===== config.mk =====
export PLATFORM = sky130hd
export DESIGN_NAME = loop_nest_counter
export DESIGN_NICKNAME = d
export VERILOG_FILES = /design/src/rtl/loop_nest_counter.sv
export SDC_FILE = /design/constraint.sdc
export NUM_CORES = 1
export LEC_CHECK = 0
export CELL_PAD_IN_SITES_DETAIL_PLACEMENT = 1
export CELL_PAD_IN_SITES_GLOBAL_PLACEMENT = 2
export CORE_MARGIN = 3
export CORE_UTILIZATION = 33
export DETAILED_ROUTE_END_ITERATION = 8
export PLACE_DENSITY_LB_ADDON = 0.1
export SLEW_MARGIN = 20
export SYNTH_ARGS = -nofsm -noshare
export SYNTH_HDL_FRONTEND = slang
export SYNTH_SLANG_ARGS = --single-unit
export TNS_END_PERCENT = 30

===== constraint.sdc =====
create_clock -name clk -period 7.7 [get_ports clk]
set_clock_uncertainty 0.2 [all_clocks]
set_input_delay 1.54 -clock clk [delete_from_list [all_inputs] [get_ports clk]]
set_output_delay 1.54 -clock clk [all_outputs]
set_load 0.01 [all_outputs]

===== src/rtl/loop_nest_counter.sv =====
`default_nettype none
// ============================================================================
// loop_nest_counter: N_DIMS-deep loop-nest iteration generator, one issue per II enabled cycles
// Rev 1.0
// ============================================================================
module loop_nest_counter #(
  parameter int N_DIMS = 3,
  parameter int CW     = 16,
  parameter int II     = 1
) (
  input  logic                 clk,
  input  logic                 rst,
  input  logic                 start,
  input  logic                 en,
  input  logic [N_DIMS*CW-1:0] trips,
  output logic                 busy,
  output logic                 valid,
  output logic [N_DIMS*CW-1:0] idx,
  output logic [N_DIMS-1:0]    dim_wrap,
  output logic                 last,
  output logic                 done
);

  localparam int            PW      = $clog2(II) + 1;
  localparam logic [PW-1:0] PH_LAST = PW'(II - 1);

  typedef enum logic [0:0] {
    IDLE = 1'b0,
    RUN  = 1'b1
  } state_t;

  state_t               state;
  logic [PW-1:0]        phase;
  logic [N_DIMS*CW-1:0] trip_q;
  logic [N_DIMS*CW-1:0] idx_nxt;
  logic [N_DIMS-1:0]    at_final;
  logic [N_DIMS-1:0]    chain;
  logic [N_DIMS-1:0]    carry;
  logic [N_DIMS-1:0]    trip_zero;

  // chain[k]: dims 0..k all sit at their final value, i.e. dim k+1 receives a carry
  genvar k;
  generate
    for (k = 0; k < N_DIMS; k++) begin : g_dim
      logic [CW-1:0] trip_k;
      logic [CW-1:0] idx_k;
      assign trip_k       = trip_q[k*CW +: CW];
      assign idx_k        = idx[k*CW +: CW];
      assign at_final[k]  = (idx_k == trip_k - CW'(1));
      assign chain[k]     = &at_final[k:0];
      assign trip_zero[k] = (trips[k*CW +: CW] == '0);
      if (k == 0) begin : g_lsb
        assign carry[k] = 1'b1;
      end else begin : g_upper
        assign carry[k] = chain[k-1];
      end
      assign idx_nxt[k*CW +: CW] = !carry[k]   ? idx_k :
                                   at_final[k] ? '0    : idx_k + CW'(1);
    end
  endgenerate

  assign busy     = (state == RUN);
  assign valid    = busy && en && (phase == '0);
  assign dim_wrap = {N_DIMS{valid}} & chain;
  assign last     = dim_wrap[N_DIMS-1];

  always_ff @(posedge clk) begin
    if (rst) begin
      state  <= IDLE;
      phase  <= '0;
      trip_q <= '0;
      idx    <= '0;
      done   <= 1'b0;
    end else begin
      done <= 1'b0;
      case (state)
        IDLE: begin
          if (start) begin
            trip_q <= trips;
            idx    <= '0;
            phase  <= '0;
            // a zero trip count anywhere means an empty nest: report done, never issue
            if (|trip_zero) begin
              done <= 1'b1;
            end else begin
              state <= RUN;
            end
          end
        end
        RUN: begin
          if (en) begin
            phase <= (phase == PH_LAST) ? '0 : phase + PW'(1);
            if (valid) begin
              idx <= idx_nxt;
              if (last) begin
                state <= IDLE;
                idx   <= '0;
                phase <= '0;
                done  <= 1'b1;
              end
            end
          end
        end
        default: state <= IDLE;
      endcase
    end
  end

endmodule
`default_nettype wire


# After elaboration in Yosys (flattened, before gate mapping)
# Cells that the tools add are included.
# W data, S select, Z words.
[totals] in_bits=52 ff_bits=99
[classes] bitwise=3 reduce_logical=13 n_mux=28 eq_ne=8 addsub=7
[op_table] operator="$mux W48" count=4
[op_table] operator="$pmux W48 S2" count=1
[op_table] operator="$mux W16" count=5
[op_table] operator="$add A16 B1 Y16 const B" count=3
[op_table] operator="$eq A16 B16 Y1" count=3
[op_table] operator="$logic_not A16 Y1" count=3
[op_table] operator="$sub A16 B1 Y16 const B" count=3
[op_table] operator="$mux W1" count=15
[op_table] operator="$reduce_and A4 Y1" count=2
[op_table] operator="$ne A2 B2 Y1 const B" count=3
[op_table] operator="$pmux W1 S2" count=3
[op_table] operator="$reduce_and A2 Y1" count=3
[op_table] operator="$reduce_and A3 Y1" count=2
[op_table] operator="$and A3 B3 Y3" count=1
[op_table] operator="$ne A3 B2 Y1 const B" count=1
[op_table] operator="$ne A3 B3 Y1 const B" count=1
[op_table] operator="$reduce_or A3 Y1" count=1
[op_table] operator="$logic_and A1 B1 Y1" count=2
[op_table] operator="$not A1 Y1" count=2
[op_table] operator="$add A1 B1 Y1 const B" count=1

# Depth between registers and ports, before layout
# Gate-level depths: netlist of run 1.
[depth] ltp_word=8 depth_mapped=12 mapped_depth_nobuf=10

# Worst setup path before layout of run 1
# Ideal clock, no wire load.
[synth_path] path_type="register -> output" from="reg trip_q[39]" to="out dim_wrap[2]" arrival_ps=2904 slack_ps=3056 n_path_buf=2 path_stages_with_launch=10 path_cell_list="dfxtp_1 clkbuf_1 nor4_1 nand4b_1 o31a_1 or2_2 a2111oi_0 nand2_1 nor4_1 buf_4"
[synth_via] elab_chain_cells=4
[synth_lines] item="start, declared" line="34" rtl="logic [N_DIMS*CW-1:0] trip_q;"
[synth_lines] item="start signal, assigned" line="79" rtl="trip_q <= trips;"
[synth_lines] item="$sub A16 B1 Y16" line="49" rtl="assign at_final[k] = (idx_k == trip_k - CW'(1));"
[synth_lines] item="$eq A16 B16 Y1" line="49"
[synth_lines] item="$reduce_and A3 Y1" line="50" rtl="assign chain[k] = &at_final[k:0];"
[synth_lines] item="$and A3 B3 Y3" line="64" rtl="assign dim_wrap = {N_DIMS{valid}} & chain;"
[synth_lines] item="end, declared" line="19" rtl="output logic [N_DIMS-1:0] dim_wrap,"
# Every way passes these cells.

# Worst setup path in the final report of run 1
[layout_path] from="reg trip_q[39]" to="out last"
[layout_via] elab_chain_cells=4
[layout_lines] item="$sub A16 B1 Y16" line="49"
[layout_lines] item="$eq A16 B16 Y1" line="49"
[layout_lines] item="$reduce_and A3 Y1" line="50"
[layout_lines] item="$and A3 B3 Y3" line="64"
[layout_lines] item="end, declared" line="20" rtl="output logic last,"
# Every way passes these cells.

==> results.yml, run 1 <==
status:
  status: "complete, no violations"
clock_tree:
  cts_num_sinks: 98
  clk_path_buf_depth: 2
  clk_pin_slew_ns: 0.07
  postCtsSetupBuffers: 0
  clock_latency_ns: 0.36
  ctsHtreeMaxLevel: 3
  cts_resized: 0
  cts_buffers: 9
  cts_tree: "yes"
  clockRootBuffer: "clkbuf_16"
  holdBufCountCts: 0
route:
  drt-initial-drc-count: 355
  via_per_inst: 5.60
  drt_wl_total_um: 20500
  drc: 0
  vias: 6167
  drt-wirelength-per-cell_um: 18.6
  dr.pass1.iters: 5
  ant_nets: 0
setup_path:
  critPathRequiredTime_ns: 5.96
  slowest_delay_ns: 0.75
  arrival_ns: 4.17
  cp_max_fo: 7
  end_kind: "primary output"
  start_kind: "register"
  ff2ff_path_depth: 11
  slowest_stage: "nor4_1"
  worstPathCellList: "nor4_1 > nand4b_1 > o31a_1 > or2_2 > a2111oi_0 > nand2_1 > nor4_1 > clkdlybuf4s50_1"
  worstSetupPathDepth: 8
  worst-setup-path-type: "register to primary output"
  critPathBufInv: 1
  critPathMostFrequentCell: "nor4_1"
  cp_top_family: "simple AND/OR/NAND/NOR gates"
power_and_ir_drop:
  powerDensity_nw_per_um2: 165
  power_frac_clock_pct: 35.7
  power.share.sequential_pct: 44.1
  p_sw_share_pct: 31.3
  ir_worst_vdd_uv: 111
  power_mw: 1.25
  internal-power_mw: 0.860
  combPwrFrac_pct: 20.1
  p_switching_mw: 0.393
  cellLeakagePower_nw: 2.65
grt:
  grt_pass1_vias: 6213
  grt.busiest_layer: "met2"
  grt_max_degree: 52
  grt_usage_pct: 20.5
  use_met2_pct: 34.2
  antenna_found_initial: 0
  use_met1_pct: 27.5
  grt_pass1_wl_um: 33000
  use_met3_pct: 2.86
  grt.overflow.total: 0
layout:
  n_antenna_cell: 0
  final_util_pct: 42.9
  areaGrowthSynthToFinish_pct: 24.7
  final_layout_size_suffix_gt1_share_pct: 5.13
  nets: 930
floorplan:
  pin_count: 107
  coreArea_sq_um: 17700
  start_util_pct: 34.4
  fp.dieW_um: 142
  die_h_um: 142
  rows: 48
  die-area_sq_um: 20100
min_path:
  min_path_type: "register to register"
  hold-path-cell-count: 2
synthesis:
  synth_top_flop_cell: "dfxtp_1"
  synth.distinct_cells: 67
  ys_async_sr_fraction_pct: 0
  netlist_area_sq_um: 6070
  synth-seq-cells: 98
  synthCells: 793
  ys_warn_count: 0
  synth_edf_count: 0
  yosysSeqAreaShare_pct: 32.3
  avgSynthCellArea_sq_um: 7.66
  synth_fp_nets: 851
sta:
  finalCritPeriodShare_pct: 76.8
  relSlewSlack_pct: 37.7
  max_freq_ghz: 0.169
  period_needed_ns: 5.91
  rsz0062_at_grt: "false"
  drv_slew: 0
  fin_tns_setup_ns: 0
  setup_violations: 0
  final_hold_viol_count: 0
  worstMarginPinSlew_ns: 0.926
place:
  port_buffers: 106
  gp_congestion: 0.856
  dpl.hpwl_um: 15400
job:
  cap_violations: 0
per-layer routing:
metal	routed length (um)	share of wire, %
met5	0	0
met4	344	1.7
met3	680	3.3
met2	9710	47
met1	9750	48
tightest hold or removal path, cell delays in order, from the launching register on:
cell and delay [ns]:
dfxtp_1 0.32, nand2_1 0.05, a21oi_1 0.05
cell usage after synthesis, drive strengths merged (25+ instances only):
cell    instances  share of area [%]
dfxtp          98                 32
xor2           32                4.6
o21ai          25                2.1
clkbuf         39                2.4
a21oi          70                5.8
nor4           26                3.2
nor2           49                3.0
nand2         143                8.8
xnor2          33                4.8
kinds of logic after synthesis:
family          Yosys count  share of synthesized area (%)
simple gates            376                           32.0
compound gates          180                           19.6
flops                    98                           32.3
xor+xnor                 65                           9.37
buf+inv                  58                           3.81
mux                      10                           1.69
fa+ha+maj                 6                           1.24
final cells by class:
cell class | count | area, sq um
fill | 2137 | 10100
clock buffer | 10 | 239
clock inverter | 6 | 41.3
multi-input combinational | 637 | 3900
tap | 225 | 282
inverter | 14 | 52.6
sequential | 98 | 1960
timing repair buffer | 112 | 1100
power groups by stage:
| stage | logic [mW] | registers, mW | clock network, mW |
|---|---|---|---|
| 6_report | 0.252 | 0.553 | 0.448 |
| 5_1_grt | 0.279 | 0.556 | 0.478 |
| 4_1_cts | 0.252 | 0.553 | 0.459 |
| 3_5_place_dp | 0.250 | 0.565 | 0 |
| 3_3_place_gp | 0.244 | 0.563 | 0 |
| 2_1_floorplan | 0.170 | 0.554 | 0 |
registers in the layout, indices dropped and copies added, names as in the netlist:
name	count
busy	1
done	1
idx	48
trip_q	48
metrics by stage:
step / cell area [sq um] / setup WS [ns] / hold WS (ns) / cells
2_1_floorplan: 6070 / 3.06 / 0.248 / 793
3_3_place_gp: 7290 / 1.84 / 0.259 / 1086
3_5_place_dp: 7290 / 1.82 / 0.268 / 1086
4_1_cts: 7570 / 1.71 / 0.277 / 1102
5_1_grt: 7580 / 1.42 / 0.313 / 1102
6_report: 7580 / 1.79 / 0.273 / 1102
placed cells by master, fill, tap and decap left out, types with 4 or more instances in the layout:
master           instances
nor3b_1                  9
clkbuf_16                9
o21ai_0                 25
a21oi_1                 69
xor2_1                  32
inv_1                   14
nand3_1                 21
buf_4                    6
o211ai_1                 4
a21o_1                   6
o31ai_1                  4
ha_1                     6
nor4_1                  22
a31oi_1                  5
clkdlybuf4s50_1        105
and3_1                  12
dfxtp_1                 98
nand2b_1                 9
nand4_1                 21
xnor2_1                 33
nand3b_1                 5
or2_2                    5
or3_1                   21
nand2_1                143
mux2i_1                  8
a211o_1                 13
nor2_1                  49
nor2b_1                  9
a211oi_1                19
nand4b_1                 5
and2_1                   5
nor3_1                  20
path summary, 6_finish.rpt:
| path | from | endpoint | slack [ns] |
|---|---|---|---|
| max | trip_q[39] | last | 1.79 |
| min | trip_q[15] | trip_q[15] | 0.27 |
| max reg2reg | trip_q[0] | idx[28] | 3.88 |
| min reg2reg | trip_q[15] | trip_q[15] | 0.27 |
Power figures use the tool's default switching activity.
==> run 2: changes to the inputs <==
--- a/config.mk
+++ b/config.mk
@@ -8,7 +8,7 @@
 export CELL_PAD_IN_SITES_DETAIL_PLACEMENT = 1
 export CELL_PAD_IN_SITES_GLOBAL_PLACEMENT = 2
 export CORE_MARGIN = 3
-export CORE_UTILIZATION = 33
+export CORE_UTILIZATION = 28
 export DETAILED_ROUTE_END_ITERATION = 8
 export PLACE_DENSITY_LB_ADDON = 0.1
 export SLEW_MARGIN = 20
==> constraint.sdc (replaced) <==
create_clock -name clk -period 5.3 [get_ports clk]
set_clock_uncertainty 0.2 [all_clocks]
set_input_delay 1.06 -clock clk [delete_from_list [all_inputs] [get_ports clk]]
set_output_delay 1.06 -clock clk [all_outputs]
set_load 0.01 [all_outputs]
==> run 2 against run 1 <==
Compared with the run above:
- register-to-register slack got worse by 2.6 ns
- sequential share of layout area decreased by 0.39 points
- core utilization decreased by 6.5 points
- non-clock buffer count is 1 higher
- clock-buffer cell count is 1 lower
- worst hold slack better by 0.011 ns
- critical path depth stayed put
- cell count rose by 4.5%
- wire length up 4.3%
==> results.yml, run 2 (same netlist as run 1, synthesis figures left out) <==
clock_tree:
  cts_buffers: 9
  clockRootBuffer: "clkbuf_16"
  ctsHtreeMaxLevel: 3
  clock_latency_ns: 0.36
  holdBufCountCts: 0
  clk_path_buf_depth: 2
  cts_tree: "yes"
  cts_num_sinks: 98
  clk_pin_slew_ns: 0.07
grt:
  antenna_found_initial: 1
  grt.overflow.total: 0
  grt_pass1_vias: 6376
  grt_usage_pct: 18.0
  grt_pass1_wl_um: 34400
  grt_max_degree: 51
place:
  dpl.hpwl_um: 16200
  pre_cts_slack_ns: 0.247
  dp_cells: 1137
  gp_congestion: 0.865
  port_buffers: 106
floorplan:
  die-area_sq_um: 23500
  start_util_pct: 28.7
  pin_count: 107
  fp.dieW_um: 153
  die_h_um: 153
  coreArea_sq_um: 21200
  rows: 53
layout:
  multi_input_area_sq_um: 3930
  nets: 931
  areaGrowthSynthToFinish_pct: 26.6
  layout_commonest_cell: "nand2_1"
  layout.area.seq_sq_um: 1960
  n_antenna_cell: 0
  reg_top3: "idx (48), trip_q (48)"
  final_cells: 1152
  final_layout_size_suffix_gt1_share_pct: 5.47
  fillers: 2546
  layout_common_cells: "nand2_1, clkdlybuf4s50_1, dfxtp_1"
sta:
  max_freq_ghz: 0.200
  final_hold_viol_count: 0
  setup_violations: 0
  whs_ns: 0.284
  drv_slew: 0
  relSlewSlack_pct: 38.4
  period_needed_ns: 5.01
  rsz0062_at_grt: "false"
  fin_tns_setup_ns: 0
  finalCritPeriodShare_pct: 94.5
  fin_ws_ns: 0.289
  worstMarginPinSlew_ns: 0.924
setup_path:
  arrival_ns: 3.75
  rr_startpoint: "trip_q[0]"
  cp_max_fo: 8
  worst-setup-path-type: "register to primary output"
  rr_endpoint: "idx[16]"
  critPathRequiredTime_ns: 4.04
  reg2reg_slack_ns: 1.26
  end_kind: "primary output"
  ff2ff_path_depth: 10
  start_kind: "register"
route:
  drc: 0
  drt-wirelength-per-cell_um: 18.5
  dr.pass1.iters: 4
  ant_nets: 0
  via_per_inst: 5.36
  vias: 6170
  drt-initial-drc-count: 249
  drt_wl_total_um: 21400
power_and_ir_drop:
  power_mw: 1.86
  power.share.sequential_pct: 43.1
  powerDensity_nw_per_um2: 242
  combPwrFrac_pct: 19.8
  p_switching_mw: 0.576
  ir_worst_vdd_uv: 162
  power_frac_clock_pct: 37.0
  internal-power_mw: 1.29
  cellLeakagePower_nw: 2.67
  p_sw_share_pct: 30.9
min_path:
  min_path_type: "register to register"
  whs_endpoint: "trip_q[15]"
  hold_start: "trip_q[15]"
  hold-path-cell-count: 2
job:
  cap_violations: 0
status:
  status: "complete, no violations"
run 2: changes by cell type in the layout (fill, tap and decap cells not counted), sizes merged:
cell      change
buf           +1
bufinv        +1
clkbuf        -1
clkinvlp      -1
run 2: how the worst max path moves through the flow:
stage	slack, ns	from	to
after floorplan	1.14	trip_q[39]	dim_wrap[2]
after global placement	0.44	trip_q[39]	dim_wrap[2]
after detailed placement	0.25	trip_q[39]	dim_wrap[2]
after CTS	0.07	trip_q[2]	dim_wrap[2]
after global routing	0.03	trip_q[35]	dim_wrap[2]
final	0.29	trip_q[2]	dim_wrap[2]
run 2: area by class of cell:
class,count,share of cell area [%]
clock inverter,6,0.878
tap,275,4.47
timing repair buffer,113,14.4
clock buffer,9,2.93
inverter,14,0.683
sequential,98,25.5
multi-input combinational,637,51.1
run 2: power by group through the flow:
stage               registers [mW]  clock network, mW  logic (mW)
detailed placement           0.819                  0       0.367
global placement             0.816                  0       0.360
global route                 0.809              0.743       0.412
CTS                          0.802              0.713       0.370
finish                       0.803              0.689       0.369
floorplan                    0.805                  0       0.247
run 2: metal layers:
layer / share of wire, % / GRT usage [%] / wire length (um) / vias to the layer above
li1: - / - / - / 3021
met1: 48 / 23.8 / 10200 / 3015
met2: 47 / 30.4 / 10000 / 110
met3: 3.8 / 2.92 / 805 / 22
met4: 1.5 / 4.88 / 315 / 2
met5: 0.094 / 0 / 20 / -
run 2: repair_timing:
item / 4_1_cts / 5_1_grt
setup endpoints to repair: 2 / 2
resized for setup: 2 / 2
buffers inserted: 0 / 0
pin swaps: 0 / 1
run 2: through the flow:
step | area [sq um] | util (%)
2_1_floorplan | 6070 | -
5_1_grt | 7690 | 36.4
4_1_cts | 7670 | 36.3
6_report | 7690 | 36.4
3_5_place_dp | 7360 | 34.8
3_3_place_gp | 7360 | 34.8
run 2: critical path, cell delays in order (launching register included):
cell             delay (ns)
dfxtp_1                0.39
nor3_1                 0.67
nand3_1                0.23
nand3b_1               0.25
mux2i_1                0.19
nor4_1                 0.25
o211ai_1               0.26
nor4_2                 0.52
clkdlybuf4s50_1        0.64
==> run 3: changes to the inputs <==
--- a/config.mk
+++ b/config.mk
@@ -11,6 +11,7 @@
 export CORE_UTILIZATION = 28
 export DETAILED_ROUTE_END_ITERATION = 8
 export PLACE_DENSITY_LB_ADDON = 0.1
+export REMOVE_ABC_BUFFERS = 1
 export SLEW_MARGIN = 20
 export SYNTH_ARGS = -nofsm -noshare
 export SYNTH_HDL_FRONTEND = slang
==> constraint.sdc (replaced) <==
create_clock -name clk -period 5.3 [get_ports clk]
set_clock_uncertainty 0.2 [all_clocks]
set_input_delay 0.795 -clock clk [delete_from_list [all_inputs] [get_ports clk]]
set_output_delay 0.795 -clock clk [all_outputs]
set_load 0.01 [all_outputs]
==> run 3 against run 2 <==
Compared with the run above:
- largest cell class unchanged
- register-to-register slack gained 0.18 ns
- sequential share of layout area grew 0.054 points
- critical path depth is the same
- sequential cell count is the same
- critical endpoint unchanged
==> results.yml, run 3 (same netlist as run 1, synthesis figures left out) <==
status:
  status: "complete, no violations"
grt:
  antenna_found_initial: 0
  grt.busiest_layer: "met2"
  grt_max_degree: 64
  grt_pass1_wl_um: 34700
  grt.overflow.total: 0
  grt_usage_pct: 18.1
  use_met2_pct: 31.9
  use_met1_pct: 23.5
  grt_pass1_vias: 6406
  use_met3_pct: 2.77
setup_path:
  critPathRequiredTime_ns: 4.30
  arrival_ns: 3.99
  reg2reg_slack_ns: 1.44
  worstPathCellList: "nor4_2 > nand4b_1 > o31a_1 > or2_2 > a2111oi_0 > nand2_1 > nor4_2 > clkdlybuf4s50_1"
  rr_endpoint: "idx[37]"
  slowest_stage: "nor4_2"
  critical_path.endpoint: "dim_wrap[2]"
  cp_max_fo: 10
  rr_startpoint: "trip_q[0]"
  cp-startpoint: "trip_q[34]"
  start_kind: "register"
  end_kind: "primary output"
  slowest_delay_ns: 0.74
  ff2ff_path_depth: 10
  critPathMostFrequentCell: "nor4_2"
  worst-setup-path-type: "register to primary output"
floorplan:
  fp.dieW_um: 153
  start_util_pct: 28.7
  coreArea_sq_um: 21200
  die_h_um: 153
  pin_count: 107
  rows: 53
  die-area_sq_um: 23500
layout:
  layout_common_cells: "nand2_1, clkdlybuf4s50_1, dfxtp_1"
  final_layout_size_suffix_gt1_share_pct: 5.36
  final_util_pct: 36.3
  areaGrowthSynthToFinish_pct: 26.3
  reg_top3: "idx (48), trip_q (48)"
  n_antenna_cell: 0
  final_cells: 1152
  fillers: 2523
  layout_commonest_cell: "nand2_1"
  nets: 930
sta:
  drv_slew: 0
  rsz0062_at_grt: "false"
  fin_tns_setup_ns: 0
  final_hold_viol_count: 0
  finalCritPeriodShare_pct: 94.0
  fin_ws_ns: 0.316
  whs_ns: 0.291
  period_needed_ns: 4.98
  setup_violations: 0
  max_freq_ghz: 0.201
  worstMarginPinSlew_ns: 0.799
  relSlewSlack_pct: 46.3
route:
  via_per_inst: 5.38
  drt-initial-drc-count: 198
  ant_nets: 0
  drt-wirelength-per-cell_um: 18.6
  drc: 0
  drt_wl_total_um: 21400
  dr.pass1.iters: 4
  vias: 6202
power_and_ir_drop:
  internal-power_mw: 1.30
  powerDensity_nw_per_um2: 244
  combPwrFrac_pct: 19.6
  ir_worst_vdd_uv: 151
  p_sw_share_pct: 30.6
  p_switching_mw: 0.572
  cellLeakagePower_nw: 2.67
  power_frac_clock_pct: 37.4
  power.share.sequential_pct: 43.0
clock_tree:
  clk_pin_slew_ns: 0.07
  postCtsSetupBuffers: 0
  ctsHtreeMaxLevel: 3
  cts_buffers: 9
  cts_tree: "yes"
  cts_num_sinks: 98
  clk_path_buf_depth: 2
  clockRootBuffer: "clkbuf_16"
  clock_latency_ns: 0.35
place:
  dp_cells: 1136
  port_buffers: 106
  dpl.hpwl_um: 16300
  gp_congestion: 0.832
  pre_cts_slack_ns: 0.414
job:
  cap_violations: 0
min_path:
  min_path_type: "register to register"
[run 3: cell count changes in the layout (fill, tap and decap cells not counted)]
cell        previous run  this run
buf_4                  7         6
clkbuf_8               0         1
clkinv_2               1         2
clkinvlp_4             2         1
nor2b_1                8         9
nor2b_2                1         0
nor4_2                 3         5
nor4_4                 3         1
[run 3: repair_timing]
action                                 4_1_cts  5_1_grt
gates resized for setup                      1        1
hold buffers                                 0        0
endpoints found under the hold margin        0        0
setup endpoints to repair                    2        2
[run 3: final cells by class]
class / instances / area, sq um / share of cell area [%]
multi-input combinational: 637 / 3910 / 51.0
sequential: 98 / 1960 / 25.6
timing repair buffer: 112 / 1100 / 14.3
tap: 275 / 344 / 4.48
clock buffer: 10 / 239 / 3.11
clock inverter: 6 / 65.1 / 0.848
inverter: 14 / 52.6 / 0.685
[run 3: worst min-delay path by stage]
stage,endpoint,slack [ns],from,cells past startpoint
2_1_floorplan,trip_q[15],0.24,trip_q[15],2
3_3_place_gp,trip_q[15],0.26,trip_q[15],2
3_5_place_dp,trip_q[15],0.28,trip_q[15],2
4_1_cts,trip_q[41],0.29,trip_q[41],2
5_1_grt,trip_q[47],0.31,trip_q[47],2
6_report,trip_q[47],0.29,trip_q[47],2
[run 3: stage by stage]
stage | area, sq um | total power, mW
floorplan | 5900 | 1.04
global placement | 7350 | 1.18
detailed placement | 7350 | 1.19
CTS | 7660 | 1.90
global route | 7670 | 1.98
finish | 7670 | 1.87
[run 3: layer usage]
layer  wire (um)  share of wire [%]
met1       10200                 48
met2       10500                 49
met3         586                2.7
met4         191               0.89
met5           0                  0
[run 3: critical path: cells and delay by family (launching register included)]
kind	cells	cell delay [ns]
flip-flops	1	0.36
AND/OR/NAND/NOR	5	1.97
buffers and inverters	1	0.65
AO/OA/AOI/OAI	2	0.67
[run 3: power groups by stage]
stage	registers, mW	logic [mW]	clock network, mW
5_1_grt	0.811	0.408	0.758
2_1_floorplan	0.809	0.229	0
3_3_place_gp	0.820	0.358	0
3_5_place_dp	0.822	0.366	0
6_report	0.805	0.366	0.700
4_1_cts	0.804	0.369	0.725
